### src/rtl/mem_arbiter.sv
// mem_arbiter
//   Shares one single-ported 16-bit-word memory between the instruction-fetch
//   port (i_*) and the load/store port (d_*). The data port has priority; a
//   starvation guard hands the next grant to the fetch port after STARVE
//   consecutive data grants while a fetch is pending. A watchdog aborts any
//   memory transaction that stays unanswered for TIMEOUT busy cycles.
//
// Ports
//   clk, rst        clock, synchronous active-low reset
//   i_req/i_addr    fetch request (held until i_ack), word address
//   i_ack/i_rdata   one-cycle completion pulse, fetched word (held)
//   d_req/d_wr      data request (held until d_ack), 1 = store
//   d_addr/d_wdata  data word address, store data
//   d_ack/d_rdata   one-cycle completion pulse, load data (held)
//   err             one-cycle pulse with the ack of a timed-out access
//   mem_req/mem_wr  memory request level and write qualifier
//   mem_addr/wdata  latched address and store data
//   mem_ready/rdata memory completion and read data
module mem_arbiter #(
  parameter int STARVE  = 4,
  parameter int TIMEOUT = 64
) (
  input  logic        clk,
  input  logic        rst,
  input  logic        i_req,
  input  logic [15:0] i_addr,
  output logic        i_ack,
  output logic [15:0] i_rdata,
  input  logic        d_req,
  input  logic        d_wr,
  input  logic [15:0] d_addr,
  input  logic [15:0] d_wdata,
  output logic        d_ack,
  output logic [15:0] d_rdata,
  output logic        err,
  output logic        mem_req,
  output logic        mem_wr,
  output logic [15:0] mem_addr,
  output logic [15:0] mem_wdata,
  input  logic        mem_ready,
  input  logic [15:0] mem_rdata
);

  localparam int SW = $clog2(STARVE + 1);
  localparam int TW = $clog2(TIMEOUT + 1);
  localparam logic [SW-1:0] STARVE_MAX = SW'(STARVE);
  localparam logic [TW-1:0] TMO_LAST   = TW'(TIMEOUT - 1);

  typedef enum logic [1:0] {
    IDLE   = 2'd0,
    BUSY_I = 2'd1,
    BUSY_D = 2'd2
  } state_t;

  state_t          state_q, state_d;
  logic            mem_req_q, mem_req_d;
  logic            mem_wr_q, mem_wr_d;
  logic [15:0]     mem_addr_q, mem_addr_d;
  logic [15:0]     mem_wdata_q, mem_wdata_d;
  logic            i_ack_q, i_ack_d;
  logic            d_ack_q, d_ack_d;
  logic            err_q, err_d;
  logic [15:0]     i_rdata_q, i_rdata_d;
  logic [15:0]     d_rdata_q, d_rdata_d;
  logic [SW-1:0]   starve_q, starve_d;
  logic [TW-1:0]   tmo_q, tmo_d;

  // A request seen during its own ack cycle is the requester still lowering
  // it, so it is not a new request.
  logic i_ok, d_ok, guard;

  function automatic logic [SW-1:0] sat_inc(input logic [SW-1:0] v);
    return (v == STARVE_MAX) ? v : v + 1'b1;
  endfunction

  always_comb begin
    i_ok  = i_req & ~i_ack_q;
    d_ok  = d_req & ~d_ack_q;
    guard = (starve_q == STARVE_MAX) & i_ok;

    state_d     = state_q;
    mem_req_d   = mem_req_q;
    mem_wr_d    = mem_wr_q;
    mem_addr_d  = mem_addr_q;
    mem_wdata_d = mem_wdata_q;
    i_ack_d     = 1'b0;
    d_ack_d     = 1'b0;
    err_d       = 1'b0;
    i_rdata_d   = i_rdata_q;
    d_rdata_d   = d_rdata_q;
    starve_d    = starve_q;
    tmo_d       = tmo_q;

    unique case (state_q)
      IDLE: begin
        if (d_ok && !guard) begin
          state_d     = BUSY_D;
          mem_req_d   = 1'b1;
          mem_wr_d    = d_wr;
          mem_addr_d  = d_addr;
          mem_wdata_d = d_wdata;
          tmo_d       = '0;
          starve_d    = i_ok ? sat_inc(starve_q) : '0;
        end else if (i_ok) begin
          state_d     = BUSY_I;
          mem_req_d   = 1'b1;
          mem_wr_d    = 1'b0;
          mem_addr_d  = i_addr;
          mem_wdata_d = d_wdata;
          tmo_d       = '0;
          starve_d    = '0;
        end
      end

      BUSY_I, BUSY_D: begin
        tmo_d = tmo_q + 1'b1;
        if (mem_ready || (tmo_q == TMO_LAST)) begin
          state_d   = IDLE;
          mem_req_d = 1'b0;
          mem_wr_d  = 1'b0;
          err_d     = ~mem_ready;
          if (state_q == BUSY_I) begin
            i_ack_d = 1'b1;
            if (mem_ready) i_rdata_d = mem_rdata;
          end else begin
            d_ack_d = 1'b1;
            // Stores leave the load-data register untouched.
            if (mem_ready && !mem_wr_q) d_rdata_d = mem_rdata;
          end
        end
      end

      default: state_d = IDLE;
    endcase
  end

  always_ff @(posedge clk) begin
    if (!rst) begin
      state_q     <= IDLE;
      mem_req_q   <= 1'b0;
      mem_wr_q    <= 1'b0;
      mem_addr_q  <= '0;
      mem_wdata_q <= '0;
      i_ack_q     <= 1'b0;
      d_ack_q     <= 1'b0;
      err_q       <= 1'b0;
      i_rdata_q   <= '0;
      d_rdata_q   <= '0;
      starve_q    <= '0;
      tmo_q       <= '0;
    end else begin
      state_q     <= state_d;
      mem_req_q   <= mem_req_d;
      mem_wr_q    <= mem_wr_d;
      mem_addr_q  <= mem_addr_d;
      mem_wdata_q <= mem_wdata_d;
      i_ack_q     <= i_ack_d;
      d_ack_q     <= d_ack_d;
      err_q       <= err_d;
      i_rdata_q   <= i_rdata_d;
      d_rdata_q   <= d_rdata_d;
      starve_q    <= starve_d;
      tmo_q       <= tmo_d;
    end
  end

  assign i_ack     = i_ack_q;
  assign d_ack     = d_ack_q;
  assign err       = err_q;
  assign i_rdata   = i_rdata_q;
  assign d_rdata   = d_rdata_q;
  assign mem_req   = mem_req_q;
  assign mem_wr    = mem_wr_q;
  assign mem_addr  = mem_addr_q;
  assign mem_wdata = mem_wdata_q;

endmodule

### config.mk
export PLATFORM = sky130hd
export DESIGN_NAME = mem_arbiter
export DESIGN_NICKNAME = d
export VERILOG_FILES = /design/src/rtl/mem_arbiter.sv
export SDC_FILE = /design/constraint.sdc
export NUM_CORES = 1
export LEC_CHECK = 0
export CORE_MARGIN = 2
export CORE_UTILIZATION = 38
export DETAILED_ROUTE_END_ITERATION = 10
export GPL_ROUTABILITY_DRIVEN = 0
export HOLD_SLACK_MARGIN = 0.12
export PLACE_DENSITY = 0.86
export SLEW_MARGIN = 20
export SYNTH_ARGS = -nofsm -noshare
export SYNTH_HDL_FRONTEND = slang
export SYNTH_SLANG_ARGS = --single-unit
### constraint.sdc
create_clock -name clk -period 1.51 [get_ports clk]
set_input_delay 0.3775 -clock clk [delete_from_list [all_inputs] [get_ports clk]]
set_output_delay 0.3775 -clock clk [all_outputs]
set_load 0.005 [all_outputs]
==> results of run 1 <==
[power by group through the flow]
stage | Clock [mW] | Combinational (mW) | Sequential, mW
after floorplan | 0 | 0.605 | 2.50
after global placement | 0 | 1.41 | 2.48
after detailed placement | 0 | 1.46 | 2.49
after CTS | 1.68 | 1.37 | 2.45
after global routing | 1.76 | 1.57 | 2.47
final | 1.64 | 1.43 | 2.45
[how the worst min path moves through the flow]
| stage | end | slack, ns | depth (start not counted) |
|---|---|---|---|
| 4_1_cts | d_rdata[4] | 0.45 | 2 |
| 3_5_place_dp | mem_wdata[7] | 0.44 | 2 |
| 3_3_place_gp | mem_wdata[9] | 0.44 | 2 |
| 5_1_grt | d_rdata[8] | 0.47 | 2 |
| 2_1_floorplan | err | 0.45 | 1 |
| 6_report | d_rdata[11] | 0.45 | 2 |
[cells in the mapped netlist, drive strengths merged]
library cell  instances
a21boi                2
a21o                  1
a21oi                71
a22oi                 1
a31o                  1
a31oi                 1
a32oi                 1
and2b                 1
and4                  1
buf                  14
clkbuf                9
dfxtp                81
ha                    5
inv                   9
mux2i                17
nand2               106
nand2b                2
nand3                 5
nand3b                2
nand4b                1
nor2                  9
nor2b                 3
nor4b                 1
o21ai                23
o221a                 1
o31a                  1
o31ai                 2
o32ai                 2
or3                   3
or4                   3
[through the flow]
stage / power, mW / hold slack, ns / util, %
floorplan: 3.11 / 0.450 / -
global placement: 3.89 / 0.441 / 60.1
detailed placement: 3.94 / 0.445 / 60.1
CTS: 5.50 / 0.455 / 62.4
global route: 5.80 / 0.467 / 64.0
finish: 5.52 / 0.453 / 64.0
[cell type report]
| cell class | instances | area [sq um] |
|---|---|---|
| multi-input combinational | 267 | 1540 |
| clock buffer | 9 | 124 |
| clock inverter | 7 | 83.8 |
| fill | 689 | 2940 |
| tap | 105 | 131 |
| inverter | 9 | 33.8 |
| sequential | 81 | 1670 |
| timing repair buffer | 172 | 1660 |
[sequential cells by signal (all words and copies together) (netlist names)]
name,flops
d_rdata,16
i_rdata,16
mem_addr,16
mem_wdata,16
tmo_q,7
starve_q,3
state_q,2
d_ack,1
err,1
i_ack,1
mem_req,1
mem_wr,1
[kinds of logic (layout without fill, tap and decap cells)]
| kind of cell | Yosys count | count (layout) | synth area share (%) |
|---|---|---|---|
| AO/OA/AOI/OAI | 107 | 108 | 18.3 |
| adder cells (fa/ha/maj) | 5 | 5 | 1.96 |
| buffers and inverters | 32 | 197 | 4.47 |
| flip-flops | 81 | 81 | 50.8 |
| multiplexers | 17 | 17 | 5.34 |
| AND/OR/NAND/NOR | 137 | 137 | 19.1 |
[worst max-delay path: cells and delay by family, from the launching register on]
family          cells  cell delay (ns)
compound gates      2             0.35
fa+ha+maj           1             0.27
buf+inv             1             0.05
flops               1             0.35
simple gates        2             0.46
[per-layer routing]
| layer | global-route usage [%] | up-vias |
|---|---|---|
| met5 | 0 | - |
| met4 | 7.62 | 0 |
| met3 | 6.25 | 18 |
| met2 | 34.8 | 139 |
| met1 | 22.4 | 1509 |
| li1 | - | 1604 |
[repair_timing]
action,CTS,global route
endpoints found under the setup margin,101,48
pin swaps,4,17
buffers inserted,0,4
resized for setup,108,24
cloned,1,1
==> metrics, run 1 <==
status finished, violations left; failing checks negative setup slack; die area 9140 sq um; DP Cell Count 628; fin nets 615; Seq/Total Area, Yosys about half; total of max-cap violations 0; Detailed Place HPWL about 6500 um; first-pass GRT wire length 14200 um; R2R setup slack -0.04 ns; fin crit period roughly 1.6 ns; setup TNS -0.182 ns; worst-skew pair later-pin latency 0.35 ns; 1st-iter DRT viols 157; Die Height 95.6 um; Comb power frac 25.9%; Setup CP Type reg2reg; final antenna-violating net count 0; CP Data Arrival Time approximately 1.8 ns; final setup violation count 12; Leak Pwr 2.27 nW; Synth top area share 50.8%; r2r worst-path depth 6; pwr dens approximately 1100 nW/um^2; cts hold-fix bufs 0; post-synth top area cell dfxtp_1; Hold Fails Final Rpt 0; Post-Route Skew slightly below 0.009 ns; Yosys cell types 36; Syn Inst Count 379; CTS tree done; Max Slew Vio Count 0; reg2reg start state_q[0]; hold_sp d_rdata[11]; DRC 0; Worst Setup Start Kind flip-flop; Crit Path Max Fanout 5; Setup crit end tmo_q[5]; fin crit share 103%; switching pwr 1.61 mW; Internal 3.91 mW; DR pass1 iterations 6; FF+latch count, synth 81; clock power share between 20% and 30%; Sw Ratio 29.2%; Layout Cells excl Fill 650; Peak VDD IR just over 500 uV; setup slack after placement -0.433 ns; Critical Path Sink Type flip-flop; Area contributors post-synth dfxtp_1 51%, nand2_1 12%, a21oi_1 11%; metal3 WL around 800 um; syn_nets 454; Finished Cell Area around 5200 sq um; Synth warnings 0; Reg clk slew, reported paths 0.09 ns; Reg-to-Reg End tmo_q[5]; wl on met1 ~3800 um; wire per inst 14.3 um; Mapped Area between 3000 and 4000 sq um; DR vias/cell 5.03; most frequent cells in the layout 105 x nand2_1, 70 x dlygate4sd2_1, 69 x a21oi_1, 67 x clkdlybuf4s50_1, 44 x dfxtp_1; synthesis-to-finish area growth 64.1%; actual slew at the worst max-slew pin 0.321 ns; unrepaired setup endpoints after global routing yes; Clock Tree Buf Depth 2; Core ar. 8180 sq um; Placed Area 4920 sq um; Top-Level Pins 139; GR Overflow Total 0; commonest non-fill, non-tap cell in the layout nand2_1; worst-path cell chain inv_2 > ha_4 > nor2_2 > a31o_4 > or4_4 > a21oi_2; Vias 3270; share of post-route cells with drive strength above 1 20.9%; Rows 33; initial antenna violation count 0; WL met2 4510 um; worst setup path startpoint state_q[0]; WL final 9300 um; fmax about 0.64 GHz; # H-tree levels 3; Crit path largest cell delay 0.41 ns; pin count of the biggest net entering global routing 38; Buffers on Ports 138; Die Width 95.6 um; Max Used Layer met4; final worst slack -0.0421 ns; CP max stage cell or4_4; Seq pwr share 44.3%; syn avg cell area around 8.4 sq um; CP required between 1.5 and 2 ns; CTS root buffer clkbuf_8; clk sinks 81; vias in the first global route 3146; # diodes 0; Hold WC Path Type reg2reg; slew margin rel. between 70% and 80%; Starting Density 39.0%; Tot GR Track Use around a fifth; Num CTS Buffers 9
Power figures use the tool's default switching activity.
==> run 2, diff against run 1 <==
Settings changed: SETUP_SLACK_MARGIN set to 0.3.
==> metrics, run 2 (synthesis gave the netlist of run 1 again) <==
fin nets 641; Hold WC Path Type reg2reg; status finished, violations left; fmax 0.626 GHz; vias in the first global route 3379; Leak Pwr between 2 and 2.5 nW; final antenna-violating net count 0; Vias approximately 3500; Starting Density 39.0%; Sw Ratio between 30 and 40%; CTS root buffer clkbuf_8; 1st-iter DRT viols 158; GR Overflow Total 0; Num CTS Buffers 9; FF+latch area 1720 sq um; Detailed Place HPWL 6660 um; fin crit period approximately 1.6 ns; pin count of the biggest net entering global routing 27; actual slew at the worst max-slew pin roughly 0.31 ns; DP Cell Count 624; CP Data Arrival Time 1.89 ns; hold slack 0.453 ns; Clock Tree Buf Depth 2; clock power share 25.5%; slew margin rel. 79.4%; Top-Level Pins 139; commonest non-fill, non-tap cell in the layout nand2_1; Internal 4.41 mW; DR pass1 iterations 5; Finished Cell Area around 6000 sq um; Peak VDD IR just under 500 uV; Multi-input gate area ~1900 sq um; DR vias/cell 5.19; switching pwr a little under 2 mW; Hold Fails Final Rpt 0; most frequent cells in the layout 85 x nand2_1, 71 x dfxtp_2, 67 x clkdlybuf4s50_1, 52 x buf_2, 44 x a21oi_1; R2R setup slack -0.09 ns; Rows 33; CP max stage cell or4_1; pwr dens roughly 1100 nW/um^2; Crit path largest cell delay 0.40 ns; Max Slew Vio Count 0; Critical Path Sink Type flip-flop; synthesis-to-finish area growth 84.9%; die area roughly 9000 sq um; Core ar. 8180 sq um; Tot GR Track Use 22.3%; final worst slack -0.0884 ns; final setup violation count 33; fin crit share 106%; Comb power frac 35.2%; # diodes 0; clk sinks 81; Final Util 72.1%; first-pass GRT wire length approximately 16000 um; wire per inst 16.7 um; Layout Cells excl Fill 676; Reg clk slew, reported paths 0.08 ns; Die Height 95.6 um; Worst Setup Start Kind flip-flop; worst-path cell chain inv_2 > ha_4 > nor2_4 > a31o_4 > or4_1 > a21oi_1; Setup CP Type reg2reg; DRC 0; # H-tree levels 3; Die Width 95.6 um; Post-Route Skew 0.0103 ns; Placed Area 4930 sq um; Seq pwr share 39.3%; unrepaired setup endpoints after global routing yes; filler cell count around 550; total of max-cap violations 0; initial antenna violation count 0; WL final around 11000 um; worst-skew pair later-pin latency approximately 0.36 ns; cts hold-fix bufs 0; failing checks negative setup slack; Buffers on Ports 138; CP required 1.80 ns; share of post-route cells with drive strength above 1 53.1%; Crit Path Max Fanout 5; CTS tree done; setup slack after placement -0.435 ns
## run 2: changes by cell type in the layout (fill, tap and decap cells not counted), moves of 25 or more
cell,before,now
dfxtp_2,37,71
dfxtp_1,44,7
dlygate4sd2_1,70,2
a21oi_2,2,27
a21oi_1,69,44
buf_2,0,52
## run 2: power groups by stage
stage                     Sequential, mW  Combinational (mW)  Clock (mW)
after floorplan                     2.51               0.631           0
after global placement              2.49                1.42           0
after detailed placement            2.50                1.47           0
after CTS                           2.48                1.79        1.64
after global routing                2.52                2.37        1.73
final                               2.49                2.24        1.62
## run 2: path summary, 6_finish.rpt
kind,startpoint,end,cells after the start
max,state_q[0],tmo_q[6],6
min,d_rdata[12],d_rdata[12],2
max reg2reg,state_q[0],tmo_q[6],6
min reg2reg,d_rdata[12],d_rdata[12],2
## run 2: area by class of cell
type | instances | area share [%]
Multi-Input combinational cell | 267 | 31.6
Inverter | 9 | 0.594
Tap cell | 105 | 2.23
Timing Repair Buffer | 198 | 32.9
Clock buffer | 9 | 2.10
Clock inverter | 7 | 1.32
Sequential cell | 81 | 29.2
## run 2: routing by layer
layer	wire length, um	global-route usage [%]	up-vias
met5	0	0	-
met4	274	9.05	0
li1	-	-	1664
met2	5860	40.2	155
met3	809	5.53	26
met1	4330	24.9	1664
## run 2: through the flow
stage,setup TNS (ns),total power [mW]
floorplan,0,3.14
global placement,-15.08,3.91
detailed placement,-17.73,3.97
CTS,-0.358,5.91
global route,-3.91,6.62
finish,-1.34,6.35
## run 2: timing repair
action	CTS	global route
hold endpoints to repair	0	0
cloned	7	3
buffers inserted	15	11
pin swaps	29	34
endpoints found under the setup margin	150	99
resized for setup	404	78
## run 2: critical path, delay by kind of cell (launching register included)
| family | cells | cell delay, ns |
|---|---|---|
| buffers and inverters | 1 | 0.05 |
| flip-flops | 1 | 0.35 |
| adder cells (fa/ha/maj) | 1 | 0.31 |
| AND/OR/NAND/NOR | 2 | 0.46 |
| AO/OA/AOI/OAI | 2 | 0.36 |
==> run 3, diff against run 2 <==
Settings changed: ABC_AREA set to 1, PLACE_DENSITY 0.86 to 0.85.
==> metrics, run 3 <==
GR Overflow Total 0; Reg clk slew, reported paths 0.09 ns; Layout Cells excl Fill 790; WL final 13100 um; slew margin rel. 74.9%; Hold EP mem_wdata[2]; worst-skew pair later-pin latency 0.35 ns; grt peak-use layer met2; met1 GRT Util 26.0%; Syn Inst Count 472; dominant synthesized flop cell dfxtp_1; hold_sp mem_wdata[2]; most frequent cells in the layout 101 x nor2_1, 72 x dfxtp_2, 65 x clkdlybuf4s50_1, 60 x buf_2, 42 x buf_4; Hold Fails Final Rpt 0; Synth top area share slightly below 50%; first-pass GRT wire length 18700 um; Peak VDD IR 608 uV; Setup CP Type reg2reg; Worst Setup Start Kind flip-flop; final setup violation count 0; Detailed Place HPWL around 7000 um; Tot GR Track Use between 20% and 30%; syn avg cell area 7.02 sq um; Post-Route Skew 0.0121 ns; leading post-synthesis cells by instance count 142 x nor2_1, 81 x dfxtp_1, 79 x nand2_1, 51 x o21ai_0, 37 x inv_1; fin nets 753; Hold WC Path Type reg2reg; Top-Level Pins 139; R2R setup slack approximately 0.022 ns; Worst Hold Depth 2; Max Slew Vio Count 0; Yosys cell types 23; Placed Area 4980 sq um; actual slew at the worst max-slew pin roughly 0.37 ns; Crit Path Max Fanout 8; CP Data Arrival Time 1.74 ns; Core ar. 8590 sq um; total of max-cap violations 0; r2r worst-path depth 8; Die Width 97.4 um; die area 9490 sq um; DR pass1 iterations 6; Synth warnings 0; CP required about 1.8 ns; wire per inst ~17 um; Mapped Area 3320 sq um; synthesis-to-finish area growth 94.8%; Critical Path Sink Type flip-flop; reg2reg start state_q[1]; Seq/Total Area, Yosys between 40% and 50%; overall power 6.55 mW; routing usage on met2 45.5%; met3 Usage GRT 6.04%; DRC 0; vias in the first global route ~4000; post-synth top area cell dfxtp_1; Leak Pwr 3.05 nW; Reg-to-Reg End tmo_q[4]; pin count of the biggest net entering global routing 33; 1st-iter DRT viols approximately 200; most common cell in the netlist nor2_1; clk sinks 81; Synth async-reset ratio 0%; fin crit period 1.49 ns; share of post-route cells with drive strength above 1 57.3%; DR vias/cell 5.14; fin crit share between 90% and 100%; unrepaired setup endpoints after global routing yes; commonest non-fill, non-tap cell in the layout nor2_1; FF+latch count, synth 81; syn_nets 547; DP Cell Count 719; # diodes 0; initial antenna violation count 0; Num CTS Buffers 9; Rows 34; final antenna-violating net count 0; CTS tree done; status completed; EDFF count, synth 0; Area contributors post-synth dfxtp_1 49%, nor2_1 16%, nand2_1 8.9%; CTS root buffer clkbuf_8; Die Height 97.4 um; Buffers on Ports 138; pwr dens 1010 nW/um^2; cts hold-fix bufs 0; fmax roughly 0.67 GHz; Starting Density 38.6%; Vias around 4100; # H-tree levels 3; Finished Cell Area 6460 sq um; Clock Tree Buf Depth 2
run 3: cell types whose count changed in the layout (fill, tap and decap cells not counted), moves of 14 or more:
cell,previous run,this run
nand3_2,1,19
nor2_2,1,16
nand2_4,18,33
o21ai_2,0,18
a21oi_2,27,5
nor2_4,3,26
nor2_1,5,101
a21oi_1,44,6
inv_1,3,27
mux2i_1,14,0
nand2_1,85,36
buf_4,28,42
run 3: through the flow:
step           TNS [ns]  hold slack (ns)  worst slack [ns]  util [%]
2_1_floorplan         0            0.445             0.154         -
3_3_place_gp     -12.24            0.450            -0.225      58.0
3_5_place_dp     -15.07            0.465            -0.302      58.0
4_1_cts               0            0.475            0.0999      68.2
5_1_grt         -0.0274            0.505           -0.0177      75.2
6_report              0            0.470            0.0220      75.2
run 3: logic make-up after synthesis:
| family | synth area share (%) |
|---|---|
| DFF | 48.9 |
| and+or+nand+nor | 31.4 |
| AOI/OAI and AO/OA | 9.47 |
| xor gates and xnor gates | 0.264 |
| adders and majority gates | 1.89 |
| buffers and inverters | 8.11 |
run 3: power by group:
| part | internal (mW) | switching [mW] |
|---|---|---|
| Sequential | 2.42 | 0.169 |
| Clock | 0.579 | 0.799 |
| Combinational | 1.34 | 1.23 |
| Total | 4.34 | 2.20 |
run 3: worst max-delay path, cell delays in order (launching register included):
cell and delay, ns:
dfxtp_2 0.35, inv_2 0.05, ha_4 0.28, inv_2 0.03
or2_4 0.25, nand2_8 0.10, nand2_1 0.12, nor2_2 0.15
nor2_1 0.06
run 3: final cells by class:
class | count | area, sq um
Multi-Input combinational cell | 328 | 2230
Fill cell | 557 | 2130
Timing Repair Buffer | 217 | 2020
Sequential cell | 81 | 1720
Inverter | 40 | 181
Tap cell | 108 | 135
Clock buffer | 9 | 124
Clock inverter | 6 | 36.3
Timing Repair inverter | 1 | 16.3
run 3: what timing repair did:
| action | in CTS | in global routing |
|---|---|---|
| setup endpoints to repair | 150 | 98 |
| resized for setup | 524 | 119 |
| cloned | 7 | 1 |
| setup buffers | 31 | 17 |
| pin swaps | 44 | 48 |
run 3: how the worst max path moves through the flow:
| stage | start | end | slack (ns) | cells past startpoint |
|---|---|---|---|---|
| 3_3_place_gp | i_req | mem_addr[10] | -0.23 | 10 |
| 3_5_place_dp | d_req | tmo_q[3] | -0.30 | 8 |
| 2_1_floorplan | state_q[0] | tmo_q[6] | 0.15 | 9 |
| 4_1_cts | state_q[0] | mem_wr | 0.1 | 9 |
| 5_1_grt | state_q[1] | tmo_q[4] | -0.02 | 8 |
| 6_report | state_q[1] | tmo_q[4] | 0.02 | 8 |
run 3: metal layers:
metal,part of all wire (%),vias to the layer above
li1,-,1892
met5,0,-
met1,37,1906
met2,52,223
met3,7.6,36
met4,2.8,0
